===== src/rtl/serial_add_sched.sv =====
// Bit-serial adder front end: two requesters share one external full-adder cell,
// which is stepped LSB-first, one bit per clock, with a valid/ready result port.
module serial_add_sched #(
    parameter int WIDTH = 4
) (
    input  logic             clk,
    input  logic             rst,
    input  logic             req0_valid,
    output logic             req0_ready,
    input  logic [WIDTH-1:0] req0_a,
    input  logic [WIDTH-1:0] req0_b,
    input  logic             req0_cin,
    input  logic             req1_valid,
    output logic             req1_ready,
    input  logic [WIDTH-1:0] req1_a,
    input  logic [WIDTH-1:0] req1_b,
    input  logic             req1_cin,
    output logic             rsp_valid,
    input  logic             rsp_ready,
    output logic             rsp_id,
    output logic [WIDTH-1:0] rsp_sum,
    output logic             rsp_cout,
    output logic             fa_a,
    output logic             fa_b,
    output logic             fa_cin,
    input  logic             fa_sum,
    input  logic             fa_cy_out
);

    // state | meaning
    // IDLE  | arbitrate requesters, accept one operand set
    // RUN   | drive one operand bit pair into the shared cell per clock
    // DONE  | hold result on the response port until rsp_ready
    typedef enum logic [1:0] {
        S_IDLE = 2'd0,
        S_RUN  = 2'd1,
        S_DONE = 2'd2
    } state_t;

    localparam int              IW   = (WIDTH > 1) ? $clog2(WIDTH) : 1;
    localparam logic [IW-1:0]   LAST = IW'(WIDTH - 1);

    state_t           r_state;
    state_t           w_state_nxt;
    logic             r_ptr;
    logic             r_id;
    logic             r_carry;
    logic [IW-1:0]    r_idx;
    logic [WIDTH-1:0] r_a;
    logic [WIDTH-1:0] r_b;
    logic [WIDTH-1:0] r_sum;
    logic             w_grant;
    logic             w_accept;

    always_comb begin
        w_grant     = 1'b0;
        w_accept    = 1'b0;
        w_state_nxt = r_state;
        req0_ready  = 1'b0;
        req1_ready  = 1'b0;
        fa_a        = 1'b0;
        fa_b        = 1'b0;
        fa_cin      = 1'b0;
        rsp_valid   = 1'b0;

        // Pointer only matters on a tie; a lone valid always wins.
        w_grant = (req0_valid && req1_valid) ? r_ptr : req1_valid;

        case (r_state)
            S_IDLE: begin
                w_accept   = !rst && (req0_valid || req1_valid);
                req0_ready = w_accept && !w_grant;
                req1_ready = w_accept && w_grant;
                if (w_accept) begin
                    w_state_nxt = S_RUN;
                end
            end
            S_RUN: begin
                fa_a   = r_a[r_idx];
                fa_b   = r_b[r_idx];
                fa_cin = r_carry;
                if (r_idx == LAST) begin
                    w_state_nxt = S_DONE;
                end
            end
            S_DONE: begin
                rsp_valid = 1'b1;
                if (rsp_ready) begin
                    w_state_nxt = S_IDLE;
                end
            end
            default: begin
                w_state_nxt = S_IDLE;
            end
        endcase
    end

    always_ff @(posedge clk or posedge rst) begin
        if (rst) begin
            r_state <= S_IDLE;
        end else begin
            r_state <= w_state_nxt;
        end
    end

    always_ff @(posedge clk or posedge rst) begin
        if (rst) begin
            r_ptr   <= 1'b0;
            r_id    <= 1'b0;
            r_carry <= 1'b0;
            r_idx   <= '0;
            r_a     <= '0;
            r_b     <= '0;
            r_sum   <= '0;
        end else begin
            case (r_state)
                S_IDLE: begin
                    if (w_accept) begin
                        r_a     <= w_grant ? req1_a : req0_a;
                        r_b     <= w_grant ? req1_b : req0_b;
                        r_carry <= w_grant ? req1_cin : req0_cin;
                        r_id    <= w_grant;
                        r_idx   <= '0;
                        r_ptr   <= ~w_grant;
                    end
                end
                S_RUN: begin
                    r_sum[r_idx] <= fa_sum;
                    r_carry      <= fa_cy_out;
                    r_idx        <= r_idx + IW'(1);
                end
                default: begin
                end
            endcase
        end
    end

    assign rsp_id   = r_id;
    assign rsp_sum  = r_sum;
    assign rsp_cout = r_carry;

endmodule


===== config.mk =====
export PLATFORM = sky130hd
export DESIGN_NAME = serial_add_sched
export DESIGN_NICKNAME = d
export VERILOG_FILES = /design/src/rtl/serial_add_sched.sv
export SDC_FILE = /design/constraint.sdc
export NUM_CORES = 1
export LEC_CHECK = 0
export CAP_MARGIN = 20
export CORE_MARGIN = 5
export CORE_UTILIZATION = 28
export CTS_CLUSTER_DIAMETER = 200
export CTS_CLUSTER_SIZE = 16
export DETAILED_ROUTE_END_ITERATION = 6
export PLACE_DENSITY = 0.55
export RECOVER_POWER = 100
export REMOVE_ABC_BUFFERS = 1
export SKIP_LAST_GASP = 1
export SLEW_MARGIN = 5
export SYNTH_ARGS = -nofsm -noshare
export SYNTH_HDL_FRONTEND = slang
export SYNTH_SLANG_ARGS = --single-unit
export TNS_END_PERCENT = 100

===== constraint.sdc =====
create_clock -name clk -period 1.61 [get_ports clk]
set_clock_uncertainty 0.05 [all_clocks]
set_input_delay 0.322 -clock clk [delete_from_list [all_inputs] [get_ports clk]]
set_output_delay 0.322 -clock clk [all_outputs]
set_load 0.1 [all_outputs]

# Yosys cells after proc, flatten, opt, wreduce, memory -nomap -nowiden
# Cells that the tools add are included.
word_totals:
  reg_bits: 19
  inputBits: 25
  output_inout_bits: 12
  word_cells: 58
classes:
  add_sub_neg: 1
  n_lt_le_gt_ge: 2
  n_eq_ne: 7
  mux: 26
  n_bitwise: 1
  n_reduce_logical: 13
ops:
  columns: ["operator", "n"]
  rows:
  - ["$mux 1", 13]
  - ["$mux 2", 4]
  - ["$mux 4", 2]
  - ["$ne 2x2->1 const B", 4]
  - ["$pmux 2 s3", 1]
  - ["$logic_and 1x1->1", 5]
  - ["$bmux 1 s2", 2]
  - ["$bwmux 4", 1]
  - ["$eq 2x2->1 const B", 2]
  - ["$pmux 2 s2", 1]
  - ["$reduce_and 2->1", 2]
  - ["$lt 2x3->1 const B", 1]
  - ["$reduce_and 3->1", 1]
  - ["$add 2x1->2 const B", 1]
  - ["$demux 1 s2", 1]
  - ["$eq 2x1->1 const B", 1]
  - ["$ge 2x1->1 const B", 1]
  - ["$logic_not 1->1", 2]
  - ["$logic_not 2->1", 1]
  - ["$pmux 1 s2", 1]
  - ["$reduce_bool 2->1", 1]
  - ["$logic_or 1x1->1", 1]
  - ["$not 1->1", 1]

# Logic depth before layout (Yosys ltp)
# Gate-level depths: netlist (run 1).
logic_depth:
  word_depth: 5
  ltp_mapped: 4
  depth_no_buf: 4

# Worst setup path after synthesis (run 1)
# Ideal clock, no wire load.
synth_path:
  kind: "reg2out"
  from: "register r_state[0]"
  to: "output rsp_valid"
  arrival_time_ns: 1.782
  required_ns: 1.238
  slack_ns: -0.544
  stages_incl_launch_ff: 2
  n_path_buf: 0
  cell_sequence: "dfrtp_1 -> nor2b_1"
synth_via:
  elab_chain_cells: 2
synth_rtl:
  columns: ["item", "line_no", "text"]
  rows:
  - ["from (decl)", "43", "state_t r_state;"]
  - ["from (signal assigned)", "102", "r_state <= w_state_nxt;"]
  - ["$eq 2x2->1", "69", "case (r_state)"]
  - ["$mux 1", "69", null]
  - ["to (decl)", "18", "output logic rsp_valid,"]
# Every way passes these cells.

# Worst setup path in the final report (run 1)
layout_path:
  from: "register r_state[1]"
  to: "output req1_ready"
layout_via:
  elab_chain_cells: 2
layout_rtl:
  columns: ["item", "line_no", "text"]
  rows:
  - ["$logic_not 2->1", "69", null]
  - ["$mux 1", "69", null]
  - ["to (decl)", "14", "output logic req1_ready,"]
# Every way passes these cells.

==> flow_summary_export.csv, run 1 <==
group,metric,value,unit
clocking,clockBufferDepth,2,
grt,grt_max_degree,18,
synthesis,synth.distinct_cells,30,
finish,multiInputGateArea,576,sq um
setup_path,cp_max_fo,4,
timing,hold_viol,0,
finish,nFillCells,376,
grt,grt_pass1_wl,4.87,mm
synthesis,synth_top_area_share,0.444,
floorplan,dieArea,5160,sq um
drt,drt_pass1_iterations,4,
placed_design,gp_congestion,0.814,
timing,drv_slew,0,
placed_design,dp_hpwl,2.25,mm
min_path,hold_path_class,"in2async",
setup_path,cp.required,1.24,ns
drt,via_per_inst,4.90,
timing,setup_viol,7,
clocking,clk_pin_slew_worst_paths,0.08,ns
floorplan,io-pin-count,37,
setup_path,crit_type,"reg2out",
synthesis,syn-cell-area,1070,sq um
drt,drt-initial-drc-count,39,
timing,hold-worst-slack,0.415,ns
outcome,violations,"negative setup slack",
finish,register_area,475,sq um
finish,layout-drive-gt1-share,0.309,
floorplan,die_h,71.8,um
drt,vias,1029,
power_and_ir_drop,powerDensity,2290,nW/um^2
drt,drtAntennaViolNets,0,
floorplan,rows,22,
synthesis,ys_warn_count,0,
clocking,cts_sinks,19,
grt,grt_antenna_before_repair,0,
timing,layout_min_cycle_time,1.87,ns
grt,grt_pass1_vias,1023,
power_and_ir_drop,p_leak,0.732,nW
clocking,tritoncts,"done",
grt,track_usage,0.122,
setup_path,cp_data_arrival_time,1.50,ns
clocking,clock-root-buffer,"clkbuf_8",
timing,min_period_over_period,1.16,
outcome,status,"finished with violations",
synthesis,avgSynthCellArea,10.1,sq um
finish,layout_common_cells,"23 x clkdlybuf4s50_1, 19 x dfrtp_1, 17 x buf_4, 11 x nand2_1, 10 x o21ai_0",
finish,final_common_cell,"clkdlybuf4s50_1",
timing,worstMarginPinSlew,0.539,ns
synthesis,synth-seq-cells,19,
drt,wire_per_inst,13.7,um
synthesis,synth-seq-area-share,0.444,
setup_path,startpoint_type,"flip-flop",
finish,areaGrowthSynthToFinish,59.8,%
finish,final_nets,192,
clocking,ctsHoldBuffers,0,
run,cap_viol_max_count,0,
clocking,clkLatencyLatePin,0.26,ns
drt,wirelength,2.87,mm
setup_path,cp-end-kind,"output pin",
floorplan,initial_core_util,0.290,
placed_design,placement.io_buffers,36,
grt,grt.overflow.total,0,
finish,antennaDiodeCount,0,
clocking,h-tree-depth,1,
timing,fmax,535,MHz
power_and_ir_drop,max-vdd-ir-drop,0.000653,V
drt,drcViolationCount,0,
power_and_ir_drop,power.total,3.91,mW
timing,worst_slack,-0.260,ns
clocking,cts_buffers,3,
synthesis,netlist_instances,106,
timing,max_slew_margin,0.641,
timing,rsz0062_at_grt,"true",
floorplan,die_w,71.8,um
synthesis,synth_area_leader_cell,"dfrtp_1",
floorplan,core_area,3690,sq um
synthesis,synth_area_leaders,"dfrtp_1 44%, nand3b_1 5.6%, a31oi_1 4.7%",
critical path, stage by stage, from the launching register on:
cell	delay [ns]
dfrtp_1	0.42
or3_4	0.42
nor3_4	0.19
buf_12	0.21
cell usage after synthesis:
library cell  instances
mux4_2                2
nor2b_1               1
dfrtp_1              19
a31oi_1               8
nor3_4                1
and2b_1               1
clkbuf_1              1
nand2_1              11
buf_4                 1
nand2b_1              2
nand4_1               2
nand4b_1              1
ha_1                  4
and2b_4               1
or2_2                 1
a21o_1                1
inv_1                 4
o31ai_1               1
buf_2                 3
nor3_2                1
or3_4                 1
nor2_4                1
nor2_1                2
and3_1                1
and2_1                3
a21oi_1               9
o211ai_1              1
nand3b_1              8
mux2_2                4
o21ai_0              10
flip-flops by register name, indices dropped and copies added (netlist names):
name,count
r_a,4
r_b,4
rsp_sum,4
r_idx,2
r_state,2
r_ptr,1
rsp_cout,1
rsp_id,1
cell type report:
cell class,instances,share of cell area
clock inverters,1,0.00292
clock buffers,3,0.0241
well taps,48,0.0351
flip-flops and latches,19,0.278
repair buffers,57,0.315
inverters,4,0.00877
multi-input cells,78,0.336
through the flow:
stage | utilization | cells | cell area (sq um) | worst slack [ns] | setup TNS (ns)
after detailed placement | 0.460 | 200 | 1700 | -0.335 | -2.44
final | 0.464 | 210 | 1710 | -0.260 | -1.02
after global placement | 0.460 | 200 | 1700 | -0.316 | -2.35
after floorplan | - | 101 | 1040 | -0.544 | -3.70
after CTS | 0.491 | 209 | 1810 | -0.259 | -0.969
after global routing | 0.464 | 210 | 1710 | -0.316 | -1.84
cells by family after synthesis:
family | Yosys count | share of synthesized area
adders and majority gates | 4 | 0.0467
muxes | 6 | 0.0841
buffers and inverters | 9 | 0.0385
AOI/OAI and AO/OA | 30 | 0.157
and+or+nand+nor | 38 | 0.230
DFF | 19 | 0.444
metal layers:
layer	wire length, um	vias up	share of wire	GRT usage
li1	-	496	-	-
met1	1280	494	0.45	0.155
met2	1420	36	0.49	0.192
met3	129	3	0.045	0.0281
met4	42	0	0.015	0.0626
met5	0	-	0	0
timing repair:
action                                  CTS  global route
resized for setup                        10             0
endpoints found under the setup margin    5             6
hold endpoints to repair                  0             0
pin swaps                                 3             2
setup buffers                             5             1
power breakdown:
part	internal [mW]	total (mW)	leakage [nW]	switching [mW]
clock network	0.173	0.346	0.0255	0.173
registers	0.717	0.860	0.221	0.143
logic	1.01	2.71	0.486	1.70
final timing paths:
kind                                  from          to  slack (ns)  cells after the start
worst max-delay path            r_state[1]  req1_ready       -0.26                      3
worst min-delay path                   rst  r_state[0]        0.42                      4
worst max register to register  r_state[0]  rsp_sum[0]        0.02                      6
worst min register to register      rsp_id      rsp_id        0.43                      1
max in group asynchronous              rst      r_b[3]        0.73                      4
min in group clk                    rsp_id      rsp_id        0.43                      1
No activity file was read; power rests on OpenSTA's default activity.
==> run 2, diff against run 1 <==
--- a/config.mk
+++ b/config.mk
@@ -6,11 +6,12 @@
 export NUM_CORES = 1
 export LEC_CHECK = 0
 export CAP_MARGIN = 20
-export CORE_MARGIN = 5
+export CORE_MARGIN = 2
 export CORE_UTILIZATION = 28
 export CTS_CLUSTER_DIAMETER = 200
 export CTS_CLUSTER_SIZE = 16
 export DETAILED_ROUTE_END_ITERATION = 6
+export MAX_ROUTING_LAYER = met4
 export PLACE_DENSITY = 0.55
 export RECOVER_POWER = 100
 export REMOVE_ABC_BUFFERS = 1
==> run 2 against run 1 <==
The flow still finishes with violations (negative setup slack). Cell count down 2.9%. First-iteration DRC count fell by 44%. Setup slack improved by 0.046 ns. Combinational power shrank 6%. Core utilization shrank 1.2 points. Clock-buffer cell count grew 1. Worst hold slack better by 0.020 ns.
==> flow_summary_export.csv, run 2 (synthesized netlist as in run 1, its figures left out) <==
group,metric,value,unit
drt,drcViolationCount,0,
power_and_ir_drop,powerDensity,2260,nW/um^2
setup_path,r2r_slack,0.02,ns
timing,layout_min_cycle_time,1.82,ns
grt,grt_max_degree,20,
min_path,hp-start,"rsp_id",
outcome,violations,"negative setup slack",
timing,drv_slew,0,
finish,multiInputGateArea,567,sq um
power_and_ir_drop,max-vdd-ir-drop,0.00103,V
run,cap_viol_max_count,0,
floorplan,die_w,65.8,um
drt,drtAntennaViolNets,0,
placed_design,placedCellCount,199,
placed_design,gp_congestion,0.740,
grt,grt_antenna_before_repair,0,
timing,fmax,548,MHz
setup_path,r2r_end,"r_idx[0]",
setup_path,max_stage_delay,0.49,ns
grt,grt_pass1_wl,4.73,mm
timing,min_period_over_period,1.13,
setup_path,cp_data_arrival_time,1.45,ns
clocking,h-tree-depth,1,
floorplan,die_h,65.8,um
finish,fin_util,0.452,
min_path,holdPathEnd,"rsp_id",
finish,layout-drive-gt1-share,0.276,
finish,areaGrowthSynthToFinish,54.7,%
finish,antennaDiodeCount,0,
floorplan,io-pin-count,37,
drt,drt_pass1_iterations,4,
timing,rsz0062_at_grt,"true",
timing,max_slew_margin,0.320,
clocking,tritoncts,"done",
setup_path,reg2regPathDepth,4,
grt,grt.overflow.total,0,
timing,fin_setup_tns,-0.950,ns
setup_path,cp-end-kind,"output pin",
floorplan,core_area,3660,sq um
setup_path,cp_max_fo,2,
setup_path,startpoint_type,"flip-flop",
floorplan,initial_core_util,0.293,
grt,track_usage,0.144,
drt,drt-initial-drc-count,22,
finish,fin_cells,204,
setup_path,crit_slowest_cell,"mux4_2",
outcome,status,"finished with violations",
placed_design,placement.io_buffers,36,
clocking,clk_pin_slew_worst_paths,0.07,ns
placed_design,dp_hpwl,2.16,mm
setup_path,cp.required,1.24,ns
floorplan,rows,22,
min_path,holdPathStages,1,
setup_path,timing.critical_path.buf_inv,1,
drt,via_per_inst,4.82,
clocking,cts_buffers,3,
setup_path,crit_type,"reg2out",
timing,worst_slack,-0.213,ns
grt,grt_pass1_vias,1039,
power_and_ir_drop,p_leak,0.697,nW
clocking,clock-root-buffer,"clkbuf_8",
timing,worstMarginPinSlew,1.02,ns
finish,layout_common_cells,"23 x clkdlybuf4s50_1, 19 x dfrtp_1, 11 x nand2_1, 11 x buf_4, 10 x o21ai_0",
clocking,clockBufferDepth,2,
finish,final_common_cell,"clkdlybuf4s50_1",
floorplan,dieArea,4340,sq um
timing,hold_viol,0,
drt,vias,983,
setup_path,critPathTopFamily,"multiplexers",
clocking,clkLatencyLatePin,0.25,ns
finish,nFillCells,366,
finish,register_area,475,sq um
clocking,cts_sinks,19,
setup_path,r2r_start,"r_state[0]",
timing,setup_viol,5,
drt,wirelength,2.64,mm
setup_path,crit_chain,"mux4_2 -> and2_4 -> buf_12",
finish,final_nets,186,
min_path,hold_path_class,"reg2reg",
drt,wire_per_inst,12.9,um
-- run 2: final cells by class --
cell class / count / area share
clock buffers: 4 / 0.0272
inverters: 4 / 0.00906
multi-input cells: 78 / 0.342
flip-flops and latches: 19 / 0.287
well taps: 48 / 0.0363
repair buffers: 51 / 0.298
-- run 2: how the worst max path moves through the flow --
| stage | start | endpoint | cells after the start |
|---|---|---|---|
| after global placement | rst | req1_ready | 4 |
| after floorplan | r_state[0] | rsp_valid | 1 |
| after global routing | r_idx[0] | fa_b | 3 |
| after CTS | r_idx[1] | fa_a | 3 |
| final | r_idx[1] | fa_a | 3 |
| after detailed placement | rst | req1_ready | 4 |
-- run 2: power breakdown --
group / leakage (nW) / internal, mW / switching (mW) / total, mW
registers: 0.221 / 0.718 / 0.144 / 0.862
logic: 0.453 / 0.897 / 1.66 / 2.56
clock network: 0.0228 / 0.176 / 0.145 / 0.320
total: 0.697 / 1.79 / 1.95 / 3.74
-- run 2: stage by stage --
step / power (mW) / hold WS, ns / area (sq um) / setup slack, ns
floorplan: 2.60 / 0.223 / 1040 / -0.544
global placement: 3.65 / 0.462 / 1690 / -0.292
detailed placement: 3.67 / 0.457 / 1690 / -0.304
CTS: 4.08 / 0.315 / 1760 / -0.239
global route: 3.96 / 0.453 / 1660 / -0.279
finish: 3.74 / 0.435 / 1660 / -0.213
-- run 2: routing by layer --
layer,vias up,track usage,wire length [um]
met5,-,-,0
met3,5,0.0324,155
met1,462,0.178,1130
met4,0,0.0417,31
li1,479,-,-
met2,37,0.236,1320
-- run 2: worst reg2reg max path, delay by kind of cell (launching register included) --
kind	cells	cell delay, ns
compound gates	1	0.16
buf+inv	1	0.15
flops	1	0.41
simple gates	2	0.70
-- run 2: what timing repair did --
| item | 4_1_cts | 5_1_grt |
|---|---|---|
| gates resized for setup | 7 | 0 |
| endpoints found under the setup margin | 5 | 6 |
| setup buffers | 1 | 0 |
| pin swaps | 4 | 0 |
| hold buffers | 0 | 0 |
| hold endpoints to repair | 0 | 0 |
==> run 3, diff against run 2 <==
--- a/config.mk
+++ b/config.mk
@@ -11,8 +11,9 @@
 export CTS_CLUSTER_DIAMETER = 200
 export CTS_CLUSTER_SIZE = 16
 export DETAILED_ROUTE_END_ITERATION = 6
+export DONT_BUFFER_PORTS = 1
 export MAX_ROUTING_LAYER = met4
-export PLACE_DENSITY = 0.55
+export PLACE_DENSITY = 0.42
 export RECOVER_POWER = 100
 export REMOVE_ABC_BUFFERS = 1
 export SKIP_LAST_GASP = 1
==> run 3 against run 2 <==
The flow still finishes with violations (negative setup slack). First-iteration DRC count decreased by 32%. Flip-flop and latch count stayed put. Wire length shrank 2.5%. Clock-buffer cell count decreased by 1. Sequential share of layout area is 4.4 points higher. Via count fell by 11%. Register-to-register slack worse by 0.05 ns. Setup slack got worse by 0.011 ns.
==> flow_summary_export.csv, run 3 (synthesized netlist as in run 1, its figures left out) <==
group,metric,value,unit
outcome,status,"finished with violations",
outcome,violations,"negative setup slack",
setup_path,reg2regPathDepth,6,
drt,wire_per_inst,14.4,um
timing,fin_setup_tns,-0.927,ns
drt,drtAntennaViolNets,0,
finish,areaGrowthSynthToFinish,34.0,%
floorplan,core_area,3660,sq um
min_path,holdPathEnd,"rsp_cout",
grt,grt_pass1_wl,4.34,mm
floorplan,initial_core_util,0.293,
floorplan,dieArea,4340,sq um
finish,final_common_cell,"dfrtp_1",
setup_path,cp-end-kind,"output pin",
min_path,holdPathStages,2,
clocking,cts_sinks,19,
timing,max_slew_margin,0.628,
clocking,tritoncts,"done",
min_path,hp-start,"fa_cy_out",
drt,drcViolationCount,0,
setup_path,cp_data_arrival_time,1.46,ns
placed_design,gp_congestion,0.734,
floorplan,rows,22,
finish,register_area,475,sq um
drt,drt-initial-drc-count,15,
timing,hold-worst-slack,0.152,ns
finish,final_nets,160,
finish,layout_common_cells,"19 x dfrtp_1, 11 x nand2_1, 10 x o21ai_0, 9 x a21oi_1",
timing,worst_slack,-0.225,ns
drt,wirelength,2.57,mm
grt,track_usage,0.138,
floorplan,io-pin-count,37,
setup_path,crit_chain,"mux4_2 -> and2_4 -> buf_12",
clocking,cts_buffers,3,
setup_path,max_stage_delay,0.51,ns
timing,hold_viol,0,
placed_design,dpl_cell_area,1340,sq um
setup_path,startpoint_type,"flip-flop",
clocking,clockBufferDepth,2,
setup_path,cp.required,1.24,ns
drt,vias,879,
clocking,clkLatencyLatePin,0.25,ns
finish,layout-drive-gt1-share,0.354,
setup_path,r2r_start,"r_state[0]",
placed_design,placement.io_buffers,0,
setup_path,crit_slowest_cell,"mux4_2",
timing,min_period_over_period,1.14,
grt,grt.overflow.total,0,
run,cap_viol_max_count,0,
timing,worstMarginPinSlew,0.558,ns
setup_path,r2r_slack,-0.03,ns
timing,layout_min_cycle_time,1.83,ns
clocking,h-tree-depth,1,
floorplan,die_w,65.8,um
drt,via_per_inst,4.94,
min_path,hold_path_class,"in2reg",
clocking,clock-root-buffer,"clkbuf_8",
setup_path,r2r_end,"rsp_sum[3]",
grt,grt_max_degree,19,
floorplan,die_h,65.8,um
grt,grt_antenna_before_repair,0,
placed_design,dp_hpwl,1.93,mm
finish,fin_util,0.392,
timing,fmax,545,MHz
setup_path,cp_max_fo,2,
timing,rsz0062_at_grt,"true",
setup_path,crit_type,"reg2out",
timing,setup_viol,8,
grt,grt_pass1_vias,926,
finish,design_area,1440,sq um
finish,nFillCells,384,
finish,antennaDiodeCount,0,
timing,drv_slew,0,
clocking,clk_pin_slew_worst_paths,0.07,ns
finish,multiInputGateArea,582,sq um
drt,drt_pass1_iterations,4,
## run 3: changes by cell type in the layout (fill, tap and decap cells not counted), moves of 2 or more
cell / before / now
clkbuf_2: 5 / 8
buf_6: 1 / 3
clkdlybuf4s50_1: 23 / 0
buf_4: 11 / 7
clkbuf_1: 4 / 0
## run 3: how the worst max path moves through the flow
stage | from | endpoint | slack [ns] | cells after the start
finish | r_idx[0] | fa_b | -0.22 | 3
global route | r_idx[0] | fa_b | -0.28 | 3
CTS | r_idx[0] | fa_b | -0.25 | 3
detailed placement | r_state[1] | req1_ready | 0.009 | 3
global placement | r_state[1] | req1_ready | 0.02 | 3
floorplan | r_state[0] | rsp_valid | -0.54 | 1
## run 3: metal layers
metal / up-vias / global-route usage / part of all wire
li1: 434 / - / -
met1: 413 / 0.178 / 0.47
met2: 28 / 0.203 / 0.47
met3: 4 / 0.0256 / 0.050
met4: 0 / 0.0755 / 0.018
met5: - / - / 0
## run 3: per-stage QoR
step / std cells / worst slack, ns
floorplan: 101 / -0.544
global placement: 168 / 0.0170
detailed placement: 168 / 0.00858
CTS: 177 / -0.253
global route: 178 / -0.280
finish: 178 / -0.225
## run 3: repair_timing
item                                   CTS  global route
setup endpoints to repair                5             6
pin swaps                                5             5
buffers inserted                         4             1
endpoints found under the hold margin    6             0
resized for setup                        8             2
hold buffers                             1             0
## run 3: worst max-delay path, delay by kind of cell (launching register included)
| family | cells | cell delay, ns |
|---|---|---|
| flops | 1 | 0.37 |
| buf+inv | 1 | 0.16 |
| mux | 1 | 0.51 |
| simple gates | 1 | 0.16 |
## run 3: layout make-up
| cell class | count | area share |
|---|---|---|
| clock inverter | 1 | 0.00349 |
| timing repair buffer | 25 | 0.179 |
| inverter | 4 | 0.0105 |
| multi-input combinational | 78 | 0.405 |
| tap | 48 | 0.0418 |
| sequential | 19 | 0.331 |
| clock buffer | 3 | 0.0288 |
Power of run 3 is left out: the tool's default activity adds up to more than one toggle a clock period on the data nets, which glitch-free logic cannot reach.
